File: config.mk
export PLATFORM = sky130hd
export DESIGN_NAME = mem_arbiter
export DESIGN_NICKNAME = d
export VERILOG_FILES = /design/src/rtl/cpu16_pkg.sv /design/src/rtl/mem_arb_pick.sv /design/src/rtl/mem_arbiter.sv
export SDC_FILE = /design/constraint.sdc
export NUM_CORES = 1
export LEC_CHECK = 0
export ABC_AREA = 1
export BUFFER_PORTS_ARGS = -buffer_cell sky130_fd_sc_hd__buf_2
export CORE_ASPECT_RATIO = 0.7
export CORE_UTILIZATION = 44
export DETAILED_ROUTE_END_ITERATION = 8
export PLACE_DENSITY = 0.86
export RECOVER_POWER = 25
export SLEW_MARGIN = 20
export SYNTH_ARGS = -nofsm -noshare
export SYNTH_HDL_FRONTEND = slang
export SYNTH_HIERARCHICAL = 1
export SYNTH_SLANG_ARGS = --single-unit
File: constraint.sdc
create_clock -name clock -period 1.95 [get_ports clock]
set_input_delay 0.39 -clock clock [delete_from_list [all_inputs] [get_ports clock]]
set_output_delay 0.39 -clock clock [all_outputs]
set_load 0.02 [all_outputs]
File: src/rtl/cpu16_pkg.sv
// Shared types and default widths for the CPU16 memory subsystem.
// Holds the arbiter state encoding used by mem_arbiter.
package cpu16_pkg;

  localparam int DEFAULT_ADDR_W = 8;
  localparam int DEFAULT_DATA_W = 16;

  typedef enum logic [1:0] {
    IDLE  = 2'd0,
    GRANT = 2'd1,
    RESP  = 2'd2
  } arb_state_e;

endpackage

File: src/rtl/mem_arb_pick.sv
// Winner selection between the CPU port (0) and the I/O/DMA port (1).
// Tie policy set by MEM_ARBITER_ROUND_ROBIN_EN (defined: alternate, undefined: port 0).
module mem_arb_pick (
  input  logic req0,
  input  logic req1,
  input  logic owner,
  output logic winner
);

`ifndef MEM_ARBITER_ROUND_ROBIN_EN
  logic unused_owner;
  assign unused_owner = owner;
`endif

  always_comb begin
    winner = 1'b0;
    if (req0 && req1) begin
`ifdef MEM_ARBITER_ROUND_ROBIN_EN
      winner = ~owner;
`else
      winner = 1'b0;
`endif
    end else if (req1) begin
      winner = 1'b1;
    end
  end

endmodule

File: src/rtl/mem_arbiter.sv
// Two-port arbiter in front of a single-port synchronous data RAM.
// Optional round-robin tie-break via MEM_ARBITER_ROUND_ROBIN_EN.
module mem_arbiter
  import cpu16_pkg::*;
#(
  parameter int ADDR_W = DEFAULT_ADDR_W,
  parameter int DATA_W = DEFAULT_DATA_W
) (
  input  logic              clock,
  input  logic              reset,
  input  logic              req0,
  input  logic              req1,
  input  logic              we0,
  input  logic              we1,
  input  logic [ADDR_W-1:0] addr0,
  input  logic [ADDR_W-1:0] addr1,
  input  logic [DATA_W-1:0] wdata0,
  input  logic [DATA_W-1:0] wdata1,
  output logic              gnt0,
  output logic              gnt1,
  output logic              rvalid0,
  output logic              rvalid1,
  output logic [DATA_W-1:0] rdata0,
  output logic [DATA_W-1:0] rdata1,
  output logic [ADDR_W-1:0] ram_addr,
  output logic              ram_we,
  output logic [DATA_W-1:0] ram_wdata,
  input  logic [DATA_W-1:0] ram_q,
  output logic              busy
);

  arb_state_e        state_q, state_d;
  logic              owner_q, owner_d;
  logic              we_q, we_d;
  logic              gnt0_q, gnt0_d;
  logic              gnt1_q, gnt1_d;
  logic              rvalid0_q, rvalid0_d;
  logic              rvalid1_q, rvalid1_d;
  logic [ADDR_W-1:0] ram_addr_q, ram_addr_d;
  logic              ram_we_q, ram_we_d;
  logic [DATA_W-1:0] ram_wdata_q, ram_wdata_d;
  logic              busy_q, busy_d;
  logic              winner;
  logic              resp_read;

  mem_arb_pick u_pick (
    .req0   (req0),
    .req1   (req1),
    .owner  (owner_q),
    .winner (winner)
  );

  // RESP arbitrates exactly like IDLE so a held request is served back-to-back.
  always_comb begin
    state_d     = state_q;
    owner_d     = owner_q;
    we_d        = we_q;
    ram_addr_d  = ram_addr_q;
    ram_wdata_d = ram_wdata_q;
    ram_we_d    = 1'b0;
    gnt0_d      = 1'b0;
    gnt1_d      = 1'b0;
    rvalid0_d   = 1'b0;
    rvalid1_d   = 1'b0;
    case (state_q)
      IDLE, RESP: begin
        if (req0 || req1) begin
          state_d     = GRANT;
          owner_d     = winner;
          we_d        = winner ? we1 : we0;
          ram_addr_d  = winner ? addr1 : addr0;
          ram_wdata_d = winner ? wdata1 : wdata0;
          ram_we_d    = winner ? we1 : we0;
          gnt0_d      = ~winner;
          gnt1_d      = winner;
        end else begin
          state_d = IDLE;
        end
      end
      GRANT: begin
        state_d   = RESP;
        rvalid0_d = ~owner_q;
        rvalid1_d = owner_q;
      end
      default: state_d = IDLE;
    endcase
    busy_d = (state_d != IDLE);
  end

  always_ff @(posedge clock or posedge reset) begin
    if (reset) begin
      state_q     <= IDLE;
      owner_q     <= 1'b1;
      we_q        <= 1'b0;
      gnt0_q      <= 1'b0;
      gnt1_q      <= 1'b0;
      rvalid0_q   <= 1'b0;
      rvalid1_q   <= 1'b0;
      ram_addr_q  <= '0;
      ram_we_q    <= 1'b0;
      ram_wdata_q <= '0;
      busy_q      <= 1'b0;
    end else begin
      state_q     <= state_d;
      owner_q     <= owner_d;
      we_q        <= we_d;
      gnt0_q      <= gnt0_d;
      gnt1_q      <= gnt1_d;
      rvalid0_q   <= rvalid0_d;
      rvalid1_q   <= rvalid1_d;
      ram_addr_q  <= ram_addr_d;
      ram_we_q    <= ram_we_d;
      ram_wdata_q <= ram_wdata_d;
      busy_q      <= busy_d;
    end
  end

  // ram_q only becomes valid during RESP, so read data is steered straight through.
  assign resp_read = (state_q == RESP) && !we_q;
  assign rdata0    = (resp_read && !owner_q) ? ram_q : '0;
  assign rdata1    = (resp_read && owner_q) ? ram_q : '0;

  assign gnt0      = gnt0_q;
  assign gnt1      = gnt1_q;
  assign rvalid0   = rvalid0_q;
  assign rvalid1   = rvalid1_q;
  assign ram_addr  = ram_addr_q;
  assign ram_we    = ram_we_q;
  assign ram_wdata = ram_wdata_q;
  assign busy      = busy_q;

endmodule

* Word-level counts from Yosys, hierarchy flattened *
Cells that the tools add are included.
Widths: inputs -> output; s select.

operators by class
  add/sub/neg operators = 0
  multipliers = 0
  div/mod/pow operators = 0
  $lt $le $gt $ge = 0
  eq/ne operators = 2
  shift operators = 0
  mux-type cells = 17
  bitwise gates (word level) = 2
  reductions and logical operators = 11

operator list
  operator            count
  $mux 16             3
  $mux 1              12
  $mux 8              1
  $logic_and 1x1->1   4
  $pmux 2 s2          1
  $eq 2x1->1 const B  1
  $eq 2x2->1 const B  1
  $logic_not 1->1     2
  $logic_not 2->1     1
  $not 1->1           2
  $reduce_and 2->1    1
  $reduce_bool 2->1   1
  $reduce_or 2->1     1
  $logic_or 1x1->1    1

storage, ports and cells
  register bits after elaboration = 34
  bits in latches = 0
  bits in writable memories = 0
  bits in read-only memories = 0
  bits of input ports = 70
  output and inout bits = 62
  logic and storage cells = 43
  memories kept = 0

* Logic depth before layout (Yosys ltp) *
Gate-level depths: netlist (run 1).

  depth in word-level cells = 5
  gate-level depth with buffers = 9
  gate-level depth less buffers = 7

* Hierarchy *
The synthesis (run 1) kept the hierarchy.

by module, submodules not included
  module        times used  cells an instance  area an instance (um2)  seq. area each (um2)
  mem_arbiter   1           267                1806.7                  852.1
  mem_arb_pick  1           2                  10.0                    0.0

* Worst setup path after synthesis (run 1) *
No wires, ideal clock.

  path kind = reg-to-output
  start = register state_q[0]
  end = output port rdata0[10]
  data arrival time = 1.148 ns
  data required time = 1.560 ns
  path slack = 0.412 ns
  cell stages (with the launch flop) = 5
  buffers on the path = 1
  path through = dfrtp_1 -> nor2_2 -> nand3_2 -> buf_2 -> nor2_1

between the ends
  longest elaborated chain between the ends = 4

RTL lines
  element                 RTL line            text
  from (decl)             mem_arbiter.sv:32   arb_state_e state_q, state_d;
  from (signal assigned)  mem_arbiter.sv:104  state_q <= state_d;
  $eq 2x2->1              mem_arbiter.sv:119  assign resp_read = (state_q == RESP) && !we_q;
  $logic_and 1x1->1       mem_arbiter.sv:119
  $logic_and 1x1->1       mem_arbiter.sv:120  assign rdata0 = (resp_read && !owner_q) ? ram_q : '0;
  $mux 16                 mem_arbiter.sv:120
  to (decl)               mem_arbiter.sv:23   output logic [DATA_W-1:0] rdata0,

No other way between the ends.

* Worst setup path in the final report (run 1) *
  start = register state_q[0]
  end = output port rdata0[4]

The elaborated chain is that of the path after synthesis.

==> results.md, run 1 <==
- The flow ran to the end, and the final reports show no timing, DRC or antenna violations.
- The share of total power dissipated in sequential elements is 0.405.
- In the final timing run, aggregate negative setup slack is 0 ns.
- The die is 55.8 microns tall.
- The number of global-route vias before repair is 1962.
- The share of synthesized area occupied by flip-flops and latches is 0.469.
- The area growth from synthesis to layout is 44.3%.
- The H-tree was split into 2 levels.
- The share of total power dissipated in combinational logic is 0.302.
- The remaining global-route overflow is 0.
- Dividing the detail-routed wire length by the instance count gives 10.7 microns.
- After detailed routing, the number of remaining DRC violations is 0.
- The final max-slew violation count came to 0.
- Data arrives at the worst endpoint at 1.42 ns.
- The via count is 2036.
- The switching component of the power is 786 uW.
- The cell count after synthesis is 269.
- Summed over all layers, the routed wires come to 4880 microns.
- The I/O pin total is 132.
- The transition time at the pin with the least slew margin is 0.823 ns.
- The maximum fanout encountered on the critical timing path is 16.
- The floorplan step set the die width to 78.8 microns.
- Final hold analysis gives a worst-case slack of 0.330 ns.
- VDD sags by at most 0.513 mV.
- The effective utilization at floorplan is 0.460.
- The initial antenna violation count was 0.
- The synthesized area per cell is 6.75 sq um.
- The most common cell after layout, fill and taps aside is sky130_fd_sc_hd__nand2_1.
- The type of origin of the critical path is a flop.
- The leading area contributor after synthesis is sky130_fd_sc_hd__dfrtp_1.
- The first global-routing pass estimated 8120 microns of wire.
- The count of inserted antenna diode cells is 0.
- The sort of element at the end of the critical path is an output pin.
- Post-CTS timing repair inserted 0 buffers for setup.
- The initial DRC count is 80.
- The CTS tree is yes.
- Buffers placed on the I/O ports in this run total 131.
- The first-pass detailed-route iteration total is 4.
- By startpoint and endpoint, the worst setup path is classified as flop to output pin.
- The total track usage is 0.235.
- The number of failing hold endpoints at the final stage is 0.
- Synthesis produced a netlist with a net count of 339.
- Yosys attributes the largest share of cell area to sky130_fd_sc_hd__dfrtp_1 45%, sky130_fd_sc_hd__nand2_1 32%, sky130_fd_sc_hd__nor2_1 7.6%.
- In this run the standard cell core region covers 3950 sq um.
- The fraction of final layout cells with drive strength greater than 1 is 0.383.
- The relative contribution of the clock network to total power is 0.293.
- The master cell of the clock root buffer is sky130_fd_sc_hd__clkbuf_8.
- The max-cap check violation count is 0.
- Of the total power, the share spent switching nets is 0.353.
- The maximum clock rate is 553 MHz.
- In this run the core area contains 19 standard-cell rows.
- Clock-pin slew was measured on the worst setup and hold paths at 0.08 ns.
- The clock net in this run drives a total of 34 sinks.
- The placed wire-length estimate after detailed placement is 3710 microns.
- The path class of the tightest hold or removal check is primary input to asynchronous set/reset pin.
- The final worst setup slack is 0.140 ns.
- The post-place setup slack is 0.327 ns.
- Setup repair after global routing left no endpoint under its margin.
- For this run, the number of Yosys warnings is 6.
- The smallest clock period supported by the final layout is computed as 1.81 ns.
- The latest clock arrival within the worst-skew pair is 0.28 ns.
- The post-layout net count is 471.
- The count of nets left with antenna violations after detail routing is 0.
- The internal cell power is 1440 uW.
- The number of failing setup endpoints in the final timing report is 0.
- The register-to-register path setup slack is 0.73 ns.
- The worst path required time is 1.56 ns.
- The power per unit of standard cell area is 849 nW/um^2.
- The post-route clock skew is 0.00733 ns.
- In this run the cell area of the synthesized design comes to 1820 sq um.
- In the finished design, the share of the clock period the worst path needs comes to 0.928.
- The headroom to the max-slew limit is 0.451.
- The maximum number of pins on one net before global-route repair is 35.
- In this run, synthesis produced a sequential element count of 34.
- Dividing the detail-routed via count by the number of cells gives 4.48.
- Counting distinct cell types in the post-synthesis netlist gives 14.
- The congestion estimate from routability-driven global placement came to 0.842.
- The share of synthesized area in the top cell type comes to 0.455.
- The reported leakage power is 0.00175 uW.
- The top cell types in the final layout, fill and taps aside, are 154 x sky130_fd_sc_hd__nand2_1, 131 x sky130_fd_sc_hd__buf_2, 37 x sky130_fd_sc_hd__nor2_1.
- The maximum clock insertion buffer count is 2.
- The register with the most flip-flops in the layout has 16 of them.
- The full die area is 4390 sq um.
- The number of CTS-inserted buffers is 5.
power by group through the flow:
| stage | logic, uW | registers [uW] | clock network (uW) |
|---|---|---|---|
| global route | 743 | 912 | 692 |
| CTS | 671 | 894 | 658 |
| floorplan | 285 | 1040 | 0 |
| global placement | 651 | 902 | 0 |
| finish | 673 | 900 | 651 |
| detailed placement | 670 | 905 | 0 |
Yosys cell counts:
cell,instances
sky130_fd_sc_hd__nor2_4,1
sky130_fd_sc_hd__nand3_2,2
sky130_fd_sc_hd__nor2_1,37
sky130_fd_sc_hd__dfstp_2,1
sky130_fd_sc_hd__dfrtp_1,33
sky130_fd_sc_hd__inv_2,3
sky130_fd_sc_hd__buf_6,4
sky130_fd_sc_hd__buf_2,5
sky130_fd_sc_hd__inv_1,23
sky130_fd_sc_hd__nor2_2,2
sky130_fd_sc_hd__o21ai_4,1
sky130_fd_sc_hd__nand3_1,1
sky130_fd_sc_hd__nand2_1,154
sky130_fd_sc_hd__buf_4,2
critical path, cell delays in order (launching register included):
cell,delay (ns)
sky130_fd_sc_hd__dfrtp_1,0.45
sky130_fd_sc_hd__nor2_4,0.17
sky130_fd_sc_hd__nand3_4,0.18
sky130_fd_sc_hd__nor2_1,0.14
sky130_fd_sc_hd__buf_2,0.18
final cells by class:
type	count	area, sq um
sequential	34	852
timing repair buffer	136	691
tap	52	65.1
clock buffer	5	68.8
clock inverter	3	45.0
multi-input combinational	198	802
inverter	26	97.6
fill	369	1330
metrics by stage:
step / cells / power (uW) / area (sq um) / util
4_1_cts: 454 / 2220 / 2600 / 0.660
6_report: 454 / 2220 / 2620 / 0.664
3_5_place_dp: 446 / 1570 / 2490 / 0.631
5_1_grt: 454 / 2350 / 2620 / 0.664
3_3_place_gp: 446 / 1550 / 2490 / 0.631
2_1_floorplan: 269 / 1320 / 1820 / -
final timing paths:
kind | from | to | cells after the start
min reg2reg | ram_wdata[11] | ram_wdata[11] | 2
max reg2reg | state_q[0] | ram_wdata[0] | 4
min | reset | ram_addr[2] | 3
min in group clock | addr0[3] | ram_addr[3] | 5
max in group asynchronous | reset | ram_wdata[4] | 3
max | state_q[0] | rdata0[4] | 4
routing by layer:
metal / GRT usage / up-vias / wire length, microns
met3: 0.0459 / 8 / 213
met5: 0 / - / 0
li1: - / 1042 / -
met4: 0.0714 / 0 / 62
met1: 0.274 / 929 / 2090
met2: 0.434 / 57 / 2510
kinds of logic after synthesis:
group,share of synthesized area
flip-flops,0.469
AO/OA/AOI/OAI,0.00896
buffers and inverters,0.101
AND/OR/NAND/NOR,0.421
what timing repair did:
item / in CTS / in global routing
resized for setup: 0 / 3
endpoints found under the setup margin: 0 / 32
hold buffers: 0 / 0
No activity file was read; power rests on OpenSTA's default activity.
==> inputs of run 2 (changes only) <==
- SETUP_SLACK_MARGIN: not set -> 0.15
==> run 2 against run 1 <==
  * Clock power decreased by 0.6%
  * Largest power group unchanged
  * Critical path type unchanged
  * Sequential share of layout area down 2.3 points
  * Global-route usage grew 0.28 points
  * Setup slack lost 0.11 ns
  * Cell count is 1.1% higher
  * Flip-flop and latch count is the same
==> results.md, run 2 (same netlist as run 1, synthesis figures left out) <==
- The run finished with clean final reports.
- The count of hold-fix buffers inserted at cts came to 0 (unchanged).
- The data arrival time at the worst-slack endpoint came to 1.53 ns (+0.11 ns).
- The final max-slew violation count is 0 (unchanged).
- Setup repair after global routing could not meet its margin everywhere.
- The worst setup path is captured at an output pin.
- The post-place setup slack is 0.327 ns (unchanged).
- The post-layout net count came to 476 (+1.1%).
- The full die area is 4390 sq um (unchanged).
- The number of H-tree branching levels is 2 (unchanged).
- Relative to the synthesized area, the layout overhead comes to 55.4%.
- TritonCTS built the clock tree.
- The die outline height is 55.8 microns (unchanged).
- The max-cap check violation count came to 0 (unchanged).
- The path type of the worst setup path is flop to output pin.
- The initial DRC count is 105 (+31%).
- The maximum number of pins on one net before global-route repair came to 35 (unchanged).
- The number of failing setup endpoints in the final timing report is 0 (unchanged).
- The fraction of final layout cells with drive strength greater than 1 is 0.435 (+0.0518).
- The maximum clock rate was 521 MHz (-5.7%).
- The total number of clock tree sinks is 34 (unchanged).
- STA classifies the critical path startpoint as a flop.
- The net switching fraction of the power came to 0.359 (+0.00601).
- The I/O pin total is 132 (unchanged).
- The count of nets left with antenna violations after detail routing is 0 (unchanged).
- The number of CTS-inserted buffers is 5 (unchanged).
- The count of inserted antenna diode cells is 0 (unchanged).
- The final worst-path cycle share is 0.984 (+0.0559).
- The internal cell power is 1470 uW (+2.3%).
- The power after layout was 2300 uW (+3.2%).
- The worst hold slack was 0.332 ns (+0.00234 ns).
- The number of buffer cells added on primary ports is 131 (unchanged).
- The tree is rooted in a sky130_fd_sc_hd__clkbuf_8.
- The final critical path time including I/O delays and setup is 1.92 ns (+0.109 ns).
- The worst path required time was 1.56 ns (about the same).
- The maximum fanout encountered on the critical timing path was 8 (-8).
- Leaving out fill and tap cells, the most frequent cells in the layout are 154 x sky130_fd_sc_hd__nand2_1, 99 x sky130_fd_sc_hd__buf_2, 37 x sky130_fd_sc_hd__buf_4.
- The final core utilization is 0.715 (+0.0510).
- The core area came to 3950 sq um (unchanged).
- The via density per instance is 4.70 (+4.8%).
- The combinational cell fraction of total power is 0.323 (+0.021).
- The transition time at the pin with the least slew margin is 0.820 ns (-0.00367 ns).
- The maximum clock insertion buffer count was 2 (unchanged).
- The post-route clock skew is 0.00408 ns (-0.00325 ns).
- The initial antenna violation count is 0 (unchanged).
- The switching component of the power was 825 uW (+5.0%).
- The floorplan die width is 78.8 microns (unchanged).
- The effective utilization at floorplan came to 0.460 (unchanged).
- The reported leakage power came to 0.00176 uW (+0.55%).
- The average wire length per cell after detail routing is 12.4 microns (+16%).
- The latest clock arrival within the worst-skew pair came to 0.28 ns (about the same).
- The power per unit of standard cell area is 814 nW/um^2 (-4.1%).
- The number of failing hold endpoints at the final stage was 0 (unchanged).
- The clock-pin slew on the worst setup and hold paths is 0.07 ns (about the same).
- The post-route DRC violation count is 0 (unchanged).
- The first-pass GRT wire length came to 8200 microns (+1.0%).
- The number of global-route vias before repair is 1947 (-0.76%).
- The headroom to the max-slew limit came to 0.454 (+0.00245).
- The relative contribution of the clock network to total power is 0.282 (-0.011).
- The number of cells after detailed placement is 446 (unchanged).
- The worst hold path belongs to the class primary input to asynchronous set/reset pin.
- The via count is 2158 (+6.0%).
- The worst-case vdd ir drop is 0.499 mV (-2.8%).
- The total track usage is 0.238 (+0.00284).
- The wire length after detailed routing is 5710 microns (+17%).
- The final worst setup slack is 0.0311 ns (-0.109 ns).
- The placed wire-length estimate after detailed placement is 3710 microns (unchanged).
- The remaining global-route overflow came to 0 (unchanged).
- The most common cell after layout, fill and taps aside is sky130_fd_sc_hd__nand2_1.
- The first-pass detailed-route iteration total was 5 (+1).
- The global placer's final weighted congestion came to 0.842 (unchanged).
- The number of core rows is 19 (unchanged).
- The number of flip-flops in the largest register is 16 (unchanged).
- The number of non-filler instances in the completed layout came to 459 (+1.1%).
- The proportion of power drawn by flip-flops and latches was 0.395 (-0.010).
-- run 2: cell count changes in the layout (fill, tap and decap cells not counted), sizes merged --
cell / before / now
buf: 135 / 138
nand3: 3 / 5
-- run 2: metal layers --
layer / share of wire / vias up / global-route usage / wire (microns)
met5: 0 / - / 0 / 0
met4: 0.020 / 0 / 0.0688 / 116
met3: 0.045 / 12 / 0.0475 / 258
met2: 0.53 / 80 / 0.437 / 3030
met1: 0.40 / 1009 / 0.280 / 2300
li1: - / 1057 / - / -
-- run 2: per-stage QoR --
stage | TNS (ns) | area, sq um
2_1_floorplan | 0 | 1820
3_3_place_gp | 0 | 2490
3_5_place_dp | 0 | 2490
4_1_cts | 0 | 2620
5_1_grt | -0.199 | 2820
6_report | 0 | 2820
-- run 2: what timing repair did --
action / 4_1_cts / 5_1_grt
pin swaps: 1 / 5
gates cloned: 0 / 2
endpoints found under the hold margin: 0 / 0
resized for setup: 3 / 57
setup endpoints to repair: 32 / 32
buffers inserted: 0 / 3
-- run 2: final timing paths --
check                              from       endpoint  slack (ns)  cells past startpoint
max                                we_q      rdata1[3]        0.03                      5
min                               reset  ram_wdata[13]        0.33                      3
max reg2reg                  state_q[0]   ram_wdata[0]        0.65                      5
min reg2reg                ram_wdata[6]   ram_wdata[6]        0.48                      2
max in group asynchronous         reset     state_q[0]        1.05                      3
min in group clock           wdata0[13]  ram_wdata[13]        0.39                      5
-- run 2: area by class of cell --
| cell class | instances | area, sq um |
|---|---|---|
| clock inverter | 3 | 45.0 |
| sequential | 34 | 853 |
| clock buffer | 5 | 68.8 |
| inverter | 26 | 97.6 |
| fill | 330 | 1120 |
| tap | 52 | 65.1 |
| timing repair buffer | 139 | 801 |
| multi-input combinational | 200 | 892 |
-- run 2: power groups by stage --
| stage | Sequential, uW | Combinational, uW | Clock [uW] |
|---|---|---|---|
| floorplan | 1040 | 285 | 0 |
| global placement | 902 | 651 | 0 |
| detailed placement | 905 | 670 | 0 |
| CTS | 900 | 678 | 658 |
| global route | 918 | 811 | 699 |
| finish | 907 | 742 | 647 |
-- run 2: critical path: stages (launching register included) --
cell and delay (ns):
sky130_fd_sc_hd__dfrtp_1 0.43, sky130_fd_sc_hd__nor2_4 0.20, sky130_fd_sc_hd__buf_4 0.16, sky130_fd_sc_hd__nand3_4 0.12
sky130_fd_sc_hd__nor2_1 0.16, sky130_fd_sc_hd__buf_4 0.17
